**src/rtl/adder_unit.sv**
```systemverilog
// adder_unit: registered two's-complement adder/subtractor with a two-level
// carry-lookahead datapath (GROUP-bit groups, lookahead across groups).
// Optional flag outputs (carry, overflow, zero, negative) are built only when
// the ADDER_FLAGS_EN macro is defined.
module adder_unit #(
  parameter int unsigned WIDTH = 32,
  parameter int unsigned GROUP = 4
) (
  input  logic             clk,
  input  logic             rst_n,
  input  logic             in_valid,
  input  logic [WIDTH-1:0] a,
  input  logic [WIDTH-1:0] b,
  input  logic             sub,
  output logic             out_valid,
  output logic [WIDTH-1:0] o
`ifdef ADDER_FLAGS_EN
  ,
  output logic             carry,
  output logic             overflow,
  output logic             zero,
  output logic             negative
`endif
);

  localparam int unsigned NG = (WIDTH + GROUP - 1) / GROUP;

  logic [WIDTH-1:0] b_eff;
  logic [WIDTH-1:0] g;
  logic [WIDTH-1:0] p;
  logic [NG-1:0]    grp_g;
  logic [NG-1:0]    grp_p;
  logic [NG:0]      grp_c;
  logic [WIDTH-1:0] sum_c;
  logic             cout_c;

  logic             out_valid_q, out_valid_d;
  logic [WIDTH-1:0] o_q, o_d;

`ifdef ADDER_FLAGS_EN
  logic cmsb_c;
  logic carry_q, carry_d;
  logic overflow_q, overflow_d;
  logic zero_q, zero_d;
  logic negative_q, negative_d;
`endif

  // Per-bit generate/propagate on the (possibly inverted) B operand.
  always_comb begin
    b_eff = b ^ {WIDTH{sub}};
    g     = a & b_eff;
    p     = a ^ b_eff;
  end

  // First level: group generate/propagate; the last group may be partial.
  always_comb begin
    grp_g = '0;
    grp_p = '0;
    for (int j = 0; j < int'(NG); j++) begin
      logic gt;
      logic pt;
      gt = 1'b0;
      pt = 1'b1;
      for (int k = 0; k < int'(GROUP); k++) begin
        int idx;
        idx = j * int'(GROUP) + k;
        if (idx < int'(WIDTH)) begin
          gt = g[idx] | (p[idx] & gt);
          pt = pt & p[idx];
        end
      end
      grp_g[j] = gt;
      grp_p[j] = pt;
    end
  end

  // Second level: carry into each group from group G/P and the subtract carry-in.
  always_comb begin
    grp_c    = '0;
    grp_c[0] = sub;
    for (int j = 0; j < int'(NG); j++) begin
      grp_c[j+1] = grp_g[j] | (grp_p[j] & grp_c[j]);
    end
    cout_c = grp_c[NG];
  end

  // Bit carries inside each group seeded by the group carry-in; sum bits.
  always_comb begin
    sum_c = '0;
`ifdef ADDER_FLAGS_EN
    cmsb_c = 1'b0;
`endif
    for (int j = 0; j < int'(NG); j++) begin
      logic cc;
      cc = grp_c[j];
      for (int k = 0; k < int'(GROUP); k++) begin
        int idx;
        idx = j * int'(GROUP) + k;
        if (idx < int'(WIDTH)) begin
          sum_c[idx] = p[idx] ^ cc;
`ifdef ADDER_FLAGS_EN
          if (idx == int'(WIDTH) - 1) cmsb_c = cc;
`endif
          cc = g[idx] | (p[idx] & cc);
        end
      end
    end
  end

  // Capture a new result on valid input, otherwise hold the last one.
  always_comb begin
    out_valid_d = in_valid;
    o_d         = o_q;
`ifdef ADDER_FLAGS_EN
    carry_d    = carry_q;
    overflow_d = overflow_q;
    zero_d     = zero_q;
    negative_d = negative_q;
`endif
    if (in_valid) begin
      o_d = sum_c;
`ifdef ADDER_FLAGS_EN
      carry_d    = cout_c;
      overflow_d = cmsb_c ^ cout_c;
      zero_d     = ~|sum_c;
      negative_d = sum_c[WIDTH-1];
`endif
    end
  end

  // Output registers, cleared asynchronously by reset.
  always_ff @(posedge clk or negedge rst_n) begin
    if (!rst_n) begin
      out_valid_q <= 1'b0;
      o_q         <= '0;
`ifdef ADDER_FLAGS_EN
      carry_q    <= 1'b0;
      overflow_q <= 1'b0;
      zero_q     <= 1'b0;
      negative_q <= 1'b0;
`endif
    end else begin
      out_valid_q <= out_valid_d;
      o_q         <= o_d;
`ifdef ADDER_FLAGS_EN
      carry_q    <= carry_d;
      overflow_q <= overflow_d;
      zero_q     <= zero_d;
      negative_q <= negative_d;
`endif
    end
  end

  assign out_valid = out_valid_q;
  assign o         = o_q;
`ifdef ADDER_FLAGS_EN
  assign carry    = carry_q;
  assign overflow = overflow_q;
  assign zero     = zero_q;
  assign negative = negative_q;
`else
  // Carry out of the MSB only feeds the optional flags.
  logic unused_cout;
  assign unused_cout = cout_c;
`endif

endmodule

```
**config.mk**
```make
export PLATFORM = sky130hd
export DESIGN_NAME = adder_unit
export DESIGN_NICKNAME = d
export VERILOG_FILES = /design/src/rtl/adder_unit.sv
export SDC_FILE = /design/constraint.sdc
export NUM_CORES = 1
export LEC_CHECK = 0
export ABC_AREA = 1
export BUFFER_PORTS_ARGS = -buffer_cell sky130_fd_sc_hd__buf_2
export CAP_MARGIN = 20
export CORE_MARGIN = 8
export CORE_UTILIZATION = 35
export DETAILED_ROUTE_END_ITERATION = 16
export PLACE_DENSITY = 0.68
export SYNTH_ARGS = -nofsm -noshare
export SYNTH_HDL_FRONTEND = slang
export SYNTH_SLANG_ARGS = --single-unit
```
**constraint.sdc**
```tcl
create_clock -name clk -period 1.3 [get_ports clk]
set_input_delay 0.065 -clock clk [delete_from_list [all_inputs] [get_ports clk]]
set_output_delay 0.065 -clock clk [all_outputs]
set_load 0.05 [all_outputs]
```
==> summary.md, run 1 <==
| Metric | Value |
|---|---|
| Deepest clock path buffer count | 2 |
| Worst Setup Path Type | input pin to register |
| Floorplan row count | 32 |
| Number of register bits inferred by synthesis | 33 |
| Critical Path RT | 1.45 ns |
| Setup violations, final | 30 |
| Hpwl dp | 6200 um |
| Largest vdd supply drop | 445 uV |
| Async set-reset flop share out of synthesis | 100% |
| Antenna Diode Count | 0 |
| Nets | 585 |
| WP data arrival | 3.30 ns |
| Clock tree from TritonCTS | yes |
| Cells after synthesis | 321 |
| Critical Path End Type | register |
| Predominant post-synthesis flop cell | sky130_fd_sc_hd__dfrtp_1 |
| Minimum setup slack after placement | -2.21 ns |
| Hold depth | 4 |
| Maximum number of pins on one net before global-route repair | 41 |
| Netlist cell types | 22 |
| Die height | 106 um |
| Die Footprint | 11200 sq um |
| Detailed router's first-iteration violation count | 60 |
| Clock transition at the registers of the reported paths | 0.06 ns |
| Fin worst setup slack | -1.85 ns |
| Capture instance of the worst register-to-register path | o[23]$_DFFE_PN0P_ |
| Final count of pins violating max slew | 0 |
| Register-to-Register Path Depth | 2 |
| Clock tree root buffer cell | sky130_fd_sc_hd__clkbuf_8 |
| Portion of synthesized cell area occupied by the leading cell type | 29.2% |
| Number of enable flip-flop cells after synthesis | 0 |
| Die span in x | 106 um |
| Setup repair after global routing missed its margin | yes |
| Hold Path Origin | a[31] |
| Nature of the critical path startpoint | input pin |
| Average via count per standard cell | 4.50 |
| Global-route wire length before repair | 13800 um |
| Total clock buffers created by CTS | 5 |
| Post-detailed-route DRC marker count | 0 |
| GR Overflow Total | 0 |
| Total of buffers placed on input and output ports | 100 |
| Power Dens Cells | 1220 nW/um^2 |
| Synthesis-to-layout area growth | 50.8% |
| Measured slew at the worst slew-check pin | 0.387 ns |
| Total track usage | 15.2% |
| Detailed-router iteration count before antenna repair | 4 |
| Dominant cells by area after synthesis | sky130_fd_sc_hd__dfrtp_1 (29%), sky130_fd_sc_hd__fa_1 (16%), sky130_fd_sc_hd__ha_1 (12%), sky130_fd_sc_hd__nand2_1 (9.2%), sky130_fd_sc_hd__xnor2_1 (7.1%) |
| Leakage power summed over all cells | 2.19 nW |
| Final min period | 3.15 ns |
| Warnings, synthesis | 0 |
| Register area share after synthesis | 29.2% |
| Worst-Skew Late Latency | 0.28 ns |
| Most common cell in the netlist | sky130_fd_sc_hd__nand2_1 |
| H-tree lvl count | 2 |
| Period utilisation layout | 243% |
| Hold path endpoint | o[31]$_DFFE_PN0P_ |
| Worst r2r src | o[23]$_DFFE_PN0P_ |
| RD Place Congestion | 0.779 |
| Antenna violations before repair | 0 |
| Yosys top cell by area | sky130_fd_sc_hd__dfrtp_1 |
| Number of global-route vias before repair | 2919 |
| Reg2reg setup slack | 0.61 ns |
| Max-cap violations | 0 |
| Post-synthesis instance area | 2830 sq um |
| Average instance area after synthesis | 8.81 sq um |
| Post-detailed-route count of antenna-violating nets | 0 |
| Tightest Hold Check Type | input pin to register |
| Relative slew slack | 74.2% |
| Nets in the synthesized netlist | 440 |
| Average wire length per cell after detail routing | 14.4 um |
| Via count of the routed design | 2555 |
| Failing checks | setup timing |
| Worst clock skew | 0 ns |
| Outcome | finished with violations |
| Worst-path fanout max | 7 |
| Core area | 7770 sq um |
| FMAX | 317 MHz |
| Number of clock sinks | 33 |
| Wire length reported by the detailed router | 8190 um |
| Top post-synthesis cells by count | sky130_fd_sc_hd__nand2_1 (69), sky130_fd_sc_hd__inv_1 (53), sky130_fd_sc_hd__o21ai_0 (34) |
| Proportion of layout cells with a drive suffix above 1 | 47.2% |
| Final hold violation count | 0 |
| Ports placed on the boundary | 101 |
| Effective utilization at floorplan | 36.4% |
| Post-route total power | 0.00522 W |
[layout by cell type, fill, tap and decap left out, types with 16 or more instances in the layout]
cell type	n
sky130_fd_sc_hd__o21ai_1	21
sky130_fd_sc_hd__ha_1	23
sky130_fd_sc_hd__buf_4	33
sky130_fd_sc_hd__inv_1	44
sky130_fd_sc_hd__fa_2	23
sky130_fd_sc_hd__buf_2	99
sky130_fd_sc_hd__xor2_1	16
sky130_fd_sc_hd__nand2_1	60
sky130_fd_sc_hd__xnor2_1	17
sky130_fd_sc_hd__dfrtp_1	33
[worst max-delay path, stage by stage]
cell	delay, ns
sky130_fd_sc_hd__buf_8	0.10
sky130_fd_sc_hd__buf_12	0.15
sky130_fd_sc_hd__buf_12	0.13
sky130_fd_sc_hd__xnor2_4	0.13
sky130_fd_sc_hd__inv_2	0.06
sky130_fd_sc_hd__ha_4	0.27
sky130_fd_sc_hd__nand2_2	0.06
sky130_fd_sc_hd__nand2_2	0.05
sky130_fd_sc_hd__nand2_1	0.04
sky130_fd_sc_hd__nand2_1	0.06
sky130_fd_sc_hd__a21oi_2	0.06
sky130_fd_sc_hd__nand2_2	0.10
sky130_fd_sc_hd__nand2_2	0.05
sky130_fd_sc_hd__nand2_2	0.07
sky130_fd_sc_hd__nand2_2	0.05
sky130_fd_sc_hd__nand2_2	0.07
sky130_fd_sc_hd__nand2_1	0.05
sky130_fd_sc_hd__nand2_1	0.07
sky130_fd_sc_hd__nand2_1	0.07
sky130_fd_sc_hd__nand2_2	0.08
sky130_fd_sc_hd__a21oi_2	0.06
sky130_fd_sc_hd__fa_2	0.34
sky130_fd_sc_hd__fa_2	0.35
sky130_fd_sc_hd__fa_2	0.36
sky130_fd_sc_hd__xor2_2	0.15
sky130_fd_sc_hd__xor2_1	0.17
sky130_fd_sc_hd__o21ai_1	0.08
[cell families (layout without fill, tap and decap cells)]
kind of cell	Yosys count	after routing	share of synthesized area, %
AOI/OAI and AO/OA	46	46	8.45
and+or+nand+nor	81	81	11.2
adders and majority gates	51	51	28.7
DFF	33	33	29.2
buffers and inverters	68	213	9.42
xor gates and xnor gates	41	41	12.7
muxes	1	1	0.354
[per-layer routing]
layer	part of all wire [%]	GRT usage [%]	vias to the layer above
met4	1.8	4.12	0
met2	52	27.7	81
met1	40	16.9	1194
met5	0	0	-
li1	-	-	1264
met3	5.8	4.11	16
[layout make-up]
type                    instances  area [sq um]
fillers                       715          3500
multi-input cells             220          2020
repair buffers                148           981
flip-flops and latches         33           826
inverters                      58           225
well taps                     102           128
clock buffers                   7          86.3
[repair_timing]
action | CTS | global route
setup endpoints to repair | 30 | 30
pin swaps | 30 | 17
setup buffers | 32 | 4
endpoints found under the hold margin | 34 | 0
hold buffers | 2 | 0
gates resized for setup | 43 | 23
cloned | 1 | 0
[state kept, by name, summed over array words and instances, names as in the netlist]
name and flops:
out_valid 1, o 32
[stage by stage]
step	utilization [%]	std cells	setup TNS (ns)	area [sq um]	hold slack [ns]
after floorplan	-	321	-36.56	2990	-0.231
after global placement	49.2	546	-41.86	3820	-0.0199
after detailed placement	49.2	546	-43.69	3820	-0.0136
after CTS	54.7	572	-36.21	4250	0.167
after global routing	54.9	568	-40.83	4270	0.244
final	54.9	568	-36.09	4270	0.220
[power by group]
part | total, W | internal, W | leakage (nW) | switching (W)
clock network | 0.000797 | 0.000420 | 0.0443 | 0.000376
logic | 0.00300 | 0.00110 | 1.75 | 0.00190
registers | 0.00142 | 0.00128 | 0.401 | 0.000142
[how the worst max path moves through the flow]
stage	from	end	slack, ns	depth (start not counted)
after global placement	sub	o[31]$_DFFE_PN0P_	-2.12	23
after floorplan	sub	o[31]$_DFFE_PN0P_	-1.89	26
after CTS	sub	o[31]$_DFFE_PN0P_	-1.82	27
after detailed placement	sub	o[31]$_DFFE_PN0P_	-2.21	27
after global routing	sub	o[31]$_DFFE_PN0P_	-2.12	26
final	sub	o[31]$_DFFE_PN0P_	-1.85	27
(Power assumes the default switching activity.)
==> run 2, diff against run 1 <==
ABC_AREA = 0   (was 1)
CELL_PAD_IN_SITES_DETAIL_PLACEMENT = 0   (was default)
CELL_PAD_IN_SITES_GLOBAL_PLACEMENT = 1   (was default)
PLACE_DENSITY = 0.83   (was 0.68)
==> summary.md, run 2 <==
| Metric | Value |
|---|---|
| Clock transition at the registers of the reported paths | 0.08 ns (+0.02 ns) |
| Maximum number of pins on one net before global-route repair | 22 (-46%) |
| Max reg flops | 32 (unchanged) |
| Floorplan row count | 33 (+3.1%) |
| Setup violations, final | 30 (unchanged) |
| Fin worst setup slack | -1.92 ns (-0.0648 ns) |
| Wire length reported by the detailed router | 7630 um (-6.8%) |
| Leading cell types in the layout, fill and taps excluded | sky130_fd_sc_hd__buf_2 (99), sky130_fd_sc_hd__inv_1 (68), sky130_fd_sc_hd__dfrtp_1 (33) |
| Outcome | finished with violations |
| Sequential standard cell area | 826 sq um (unchanged) |
| Die span in x | 108 um (+1.6%) |
| Antenna Diode Count | 0 (unchanged) |
| Detailed-router iteration count before antenna repair | 6 (+2) |
| Post-detailed-route count of antenna-violating nets | 0 (unchanged) |
| Deepest clock path buffer count | 2 (unchanged) |
| Final count of pins violating max slew | 0 (unchanged) |
| Setup repair after global routing missed its margin | yes |
| Clock tree root buffer cell | sky130_fd_sc_hd__clkbuf_8 |
| Register area share after synthesis | 28.1% (-1.1 points) |
| Crit path max-delay family | adder cells |
| Number of enable flip-flop cells after synthesis | 0 (unchanged) |
| Post-DP Area | 3820 sq um (-0.20%) |
| Average instance area after synthesis | 10.4 sq um (+19%) |
| FMAX | 311 MHz (-2.0%) |
| Combinational power share | 60.5% (+3.0 points) |
| Most common cell in the netlist | sky130_fd_sc_hd__inv_1 |
| Combined area of the multi-input logic cells | 2090 sq um (+3.5%) |
| Most common library cell in the layout ignoring fill and taps | sky130_fd_sc_hd__buf_2 |
| Crit-path most repeated cell | sky130_fd_sc_hd__fa_2 |
| Hold depth | 1 (-3) |
| Synthesis-to-layout area growth | 43.1% |
| Leakage power summed over all cells | 2.23 nW (+1.6%) |
| Number of register bits inferred by synthesis | 33 (unchanged) |
| Post-route total power | 0.00583 W (+12%) |
| Nets in the synthesized netlist | 400 (-9.1%) |
| Switch share | 49.4% (+3.2 points) |
| Crit-path slowest cell | sky130_fd_sc_hd__fa_2 |
| Hold Path Origin | in_valid |
| H-tree lvl count | 2 (unchanged) |
| Tightest Hold Check Type | input pin to register |
| Worst r2r src | o[23]$_DFFE_PN0P_ |
| Worst-path fanout max | 5 (-2) |
| Worst path bufs/invs | 3 (-1) |
| Final hold violation count | 0 (unchanged) |
| Period utilisation layout | 248% (+5.0 points) |
| Flop pwr share | 26.8% (-0.5 points) |
| Core area | 8180 sq um (+5.3%) |
| Netlist cell types | 32 (+45%) |
| Power Dens Cells | 1390 nW/um^2 (+13%) |
| Final min period | 3.22 ns (+0.0648 ns) |
| Relative slew slack | 63.3% (-11 points) |
| Total of buffers placed on input and output ports | 100 (unchanged) |
| Total clock buffers created by CTS | 5 (unchanged) |
| Register-to-Register Path Depth | 1 (-1) |
| Measured slew at the worst slew-check pin | 0.551 ns (+0.163 ns) |
| Nets | 533 (-8.9%) |
| Async set-reset flop share out of synthesis | 100% (unchanged) |
| Hold path endpoint | out_valid$_DFF_PN0_ |
| Worst Hold Slack | 0.179 ns (-0.0411 ns) |
| Number of global-route vias before repair | 2612 (-11%) |
| Sw power | 0.00288 W (+19%) |
| WP data arrival | 3.39 ns (+0.09 ns) |
| Failing checks | setup timing |
| Worst Setup Path Type | input pin to register |
| Cell area after layout | 4200 sq um (-1.5%) |
| Clock tree from TritonCTS | yes |
| Post-detailed-route DRC marker count | 0 (unchanged) |
| Dominant cells by area after synthesis | sky130_fd_sc_hd__dfrtp_1 (28%), sky130_fd_sc_hd__fa_1 (16%), sky130_fd_sc_hd__ha_1 (12%), sky130_fd_sc_hd__inv_1 (8.7%), sky130_fd_sc_hd__xor2_1 (8.4%) |
| Capture instance of the worst register-to-register path | o[23]$_DFFE_PN0P_ |
| Detailed router's first-iteration violation count | 47 (-22%) |
| Worst-Skew Late Latency | 0.28 ns (about the same) |
| Post-synthesis instance area | 2940 sq um (+3.8%) |
| Reg2reg setup slack | 0.53 ns (-0.08 ns) |
| Layout filler cell count | 765 (+7.0%) |
| Warnings, synthesis | 0 (unchanged) |
| Number of clock sinks | 33 (unchanged) |
| Critical Path RT | 1.47 ns (+0.02 ns) |
| Global-route wire length before repair | 12400 um (-11%) |
| Minimum setup slack after placement | -2.30 ns (-0.0918 ns) |
| Ports placed on the boundary | 101 (unchanged) |
| Antenna violations before repair | 0 (unchanged) |
| Die Footprint | 11600 sq um (+3.2%) |
| Clk network pwr share | 12.7% (-2.6 points) |
| RD Place Congestion | 0.775 (-0.54%) |
| Worst path max stage delay | 0.41 ns (+0.05 ns) |
| Int Pwr | 0.00295 W (+5.0%) |
| Worst clock skew | 0 ns (unchanged) |
| Portion of synthesized cell area occupied by the leading cell type | 28.1% (-1.1 points) |
| GR Overflow Total | 0 (unchanged) |
| Cells after synthesis | 281 (-12%) |
| Predominant post-synthesis flop cell | sky130_fd_sc_hd__dfrtp_1 |
| Yosys top cell by area | sky130_fd_sc_hd__dfrtp_1 |
| Cell Chain, Critical Path | buf_12 -> buf_12 -> xor2_1 -> ha_1 -> nand2_2 -> o21ai_2 -> nand2_2 -> a311oi_4 -> o31ai_2 -> buf_4 -> o21a_1 -> fa_2 -> fa_2 -> fa_2 -> xnor2_2 -> mux2_4 |
| Top post-synthesis cells by count | sky130_fd_sc_hd__inv_1 (68), sky130_fd_sc_hd__dfrtp_1 (33), sky130_fd_sc_hd__ha_1 (28), sky130_fd_sc_hd__xor2_1 (28), sky130_fd_sc_hd__mux2i_1 (24) |
| Die height | 108 um (+1.6%) |
| Effective utilization at floorplan | 35.9% (-0.52 points) |
| Total track usage | 13.4% (-1.8 points) |
| Nature of the critical path startpoint | input pin |
| Max-cap violations | 0 (unchanged) |
| Hpwl dp | 6290 um (+1.4%) |
| Proportion of layout cells with a drive suffix above 1 | 48.7% (+1.5 points) |
| Utilization of the core after routing | 51.4% (-3.5 points) |
| Largest vdd supply drop | 809 uV (+82%) |
| Critical Path End Type | register |
| Via count of the routed design | 2301 (-9.9%) |
| Average via count per standard cell | 4.44 (-1.2%) |
| Average wire length per cell after detail routing | 14.7 um (+2.1%) |
==> run 2: cell types whose count changed after synthesis, moves of 8 or more <==
cell | previous run | this run
sky130_fd_sc_hd__inv_1 | 53 | 68
sky130_fd_sc_hd__mux2_2 | 0 | 8
sky130_fd_sc_hd__mux2i_1 | 1 | 24
sky130_fd_sc_hd__nand2_1 | 69 | 7
sky130_fd_sc_hd__xnor2_1 | 23 | 14
sky130_fd_sc_hd__xor2_1 | 18 | 28
sky130_fd_sc_hd__o21ai_0 | 34 | 4
==> run 2: metrics by stage <==
step                      std cells  TNS, ns
after detailed placement        504   -46.01
after global placement          504   -45.19
after global routing            518   -38.45
final                           518   -35.83
after floorplan                 281   -40.05
after CTS                       518   -36.57
==> run 2: kinds of logic after synthesis <==
logic type               share of synthesized area (%)
multiplexers                                      11.3
adder cells (fa/ha/maj)                           27.6
AO/OA/AOI/OAI                                     7.29
buffers and inverters                             10.1
AND/OR/NAND/NOR                                   3.11
XOR/XNOR                                          12.5
flip-flops                                        28.1
==> run 2: worst max path at each step <==
stage / start / end / slack (ns) / cells after the start
after global routing: sub / o[27]$_DFFE_PN0P_ / -2.05 / 16
after CTS: sub / o[31]$_DFFE_PN0P_ / -1.90 / 16
after detailed placement: sub / o[31]$_DFFE_PN0P_ / -2.30 / 16
after global placement: sub / o[31]$_DFFE_PN0P_ / -2.27 / 16
after floorplan: sub / o[31]$_DFFE_PN0P_ / -2.12 / 15
final: sub / o[27]$_DFFE_PN0P_ / -1.92 / 16
==> run 2: layer usage <==
| layer | global-route usage, % | up-vias | routed length [um] |
|---|---|---|---|
| met1 | 15.8 | 1090 | 3220 |
| met4 | 4.06 | 0 | 110 |
| met5 | 0 | - | 0 |
| met3 | 3.59 | 8 | 455 |
| met2 | 23.1 | 61 | 3840 |
| li1 | - | 1142 | - |
==> run 2: final cells by class <==
cell class	instances	share of cell area, %
multi-input cells	172	49.7
flip-flops and latches	33	19.7
repair buffers	134	19.7
inverters	68	6.08
well taps	105	3.13
clock buffers	5	1.64
clock inverters	1	0.119
==> run 2: what timing repair did <==
item,in CTS,in global routing
gates resized for setup,28,18
cloned,1,0
pin swaps,15,22
hold buffers,1,0
setup endpoints to repair,30,30
setup buffers,6,2
endpoints found under the hold margin,19,0
==> run 2: power groups by stage <==
stage                     Clock, W  Combinational (W)  Sequential, W
final                     0.000739            0.00353        0.00156
after global routing      0.000799            0.00381        0.00161
after CTS                 0.000766            0.00348        0.00157
after detailed placement         0            0.00335        0.00158
after global placement           0            0.00329        0.00157
after floorplan                  0            0.00112        0.00286
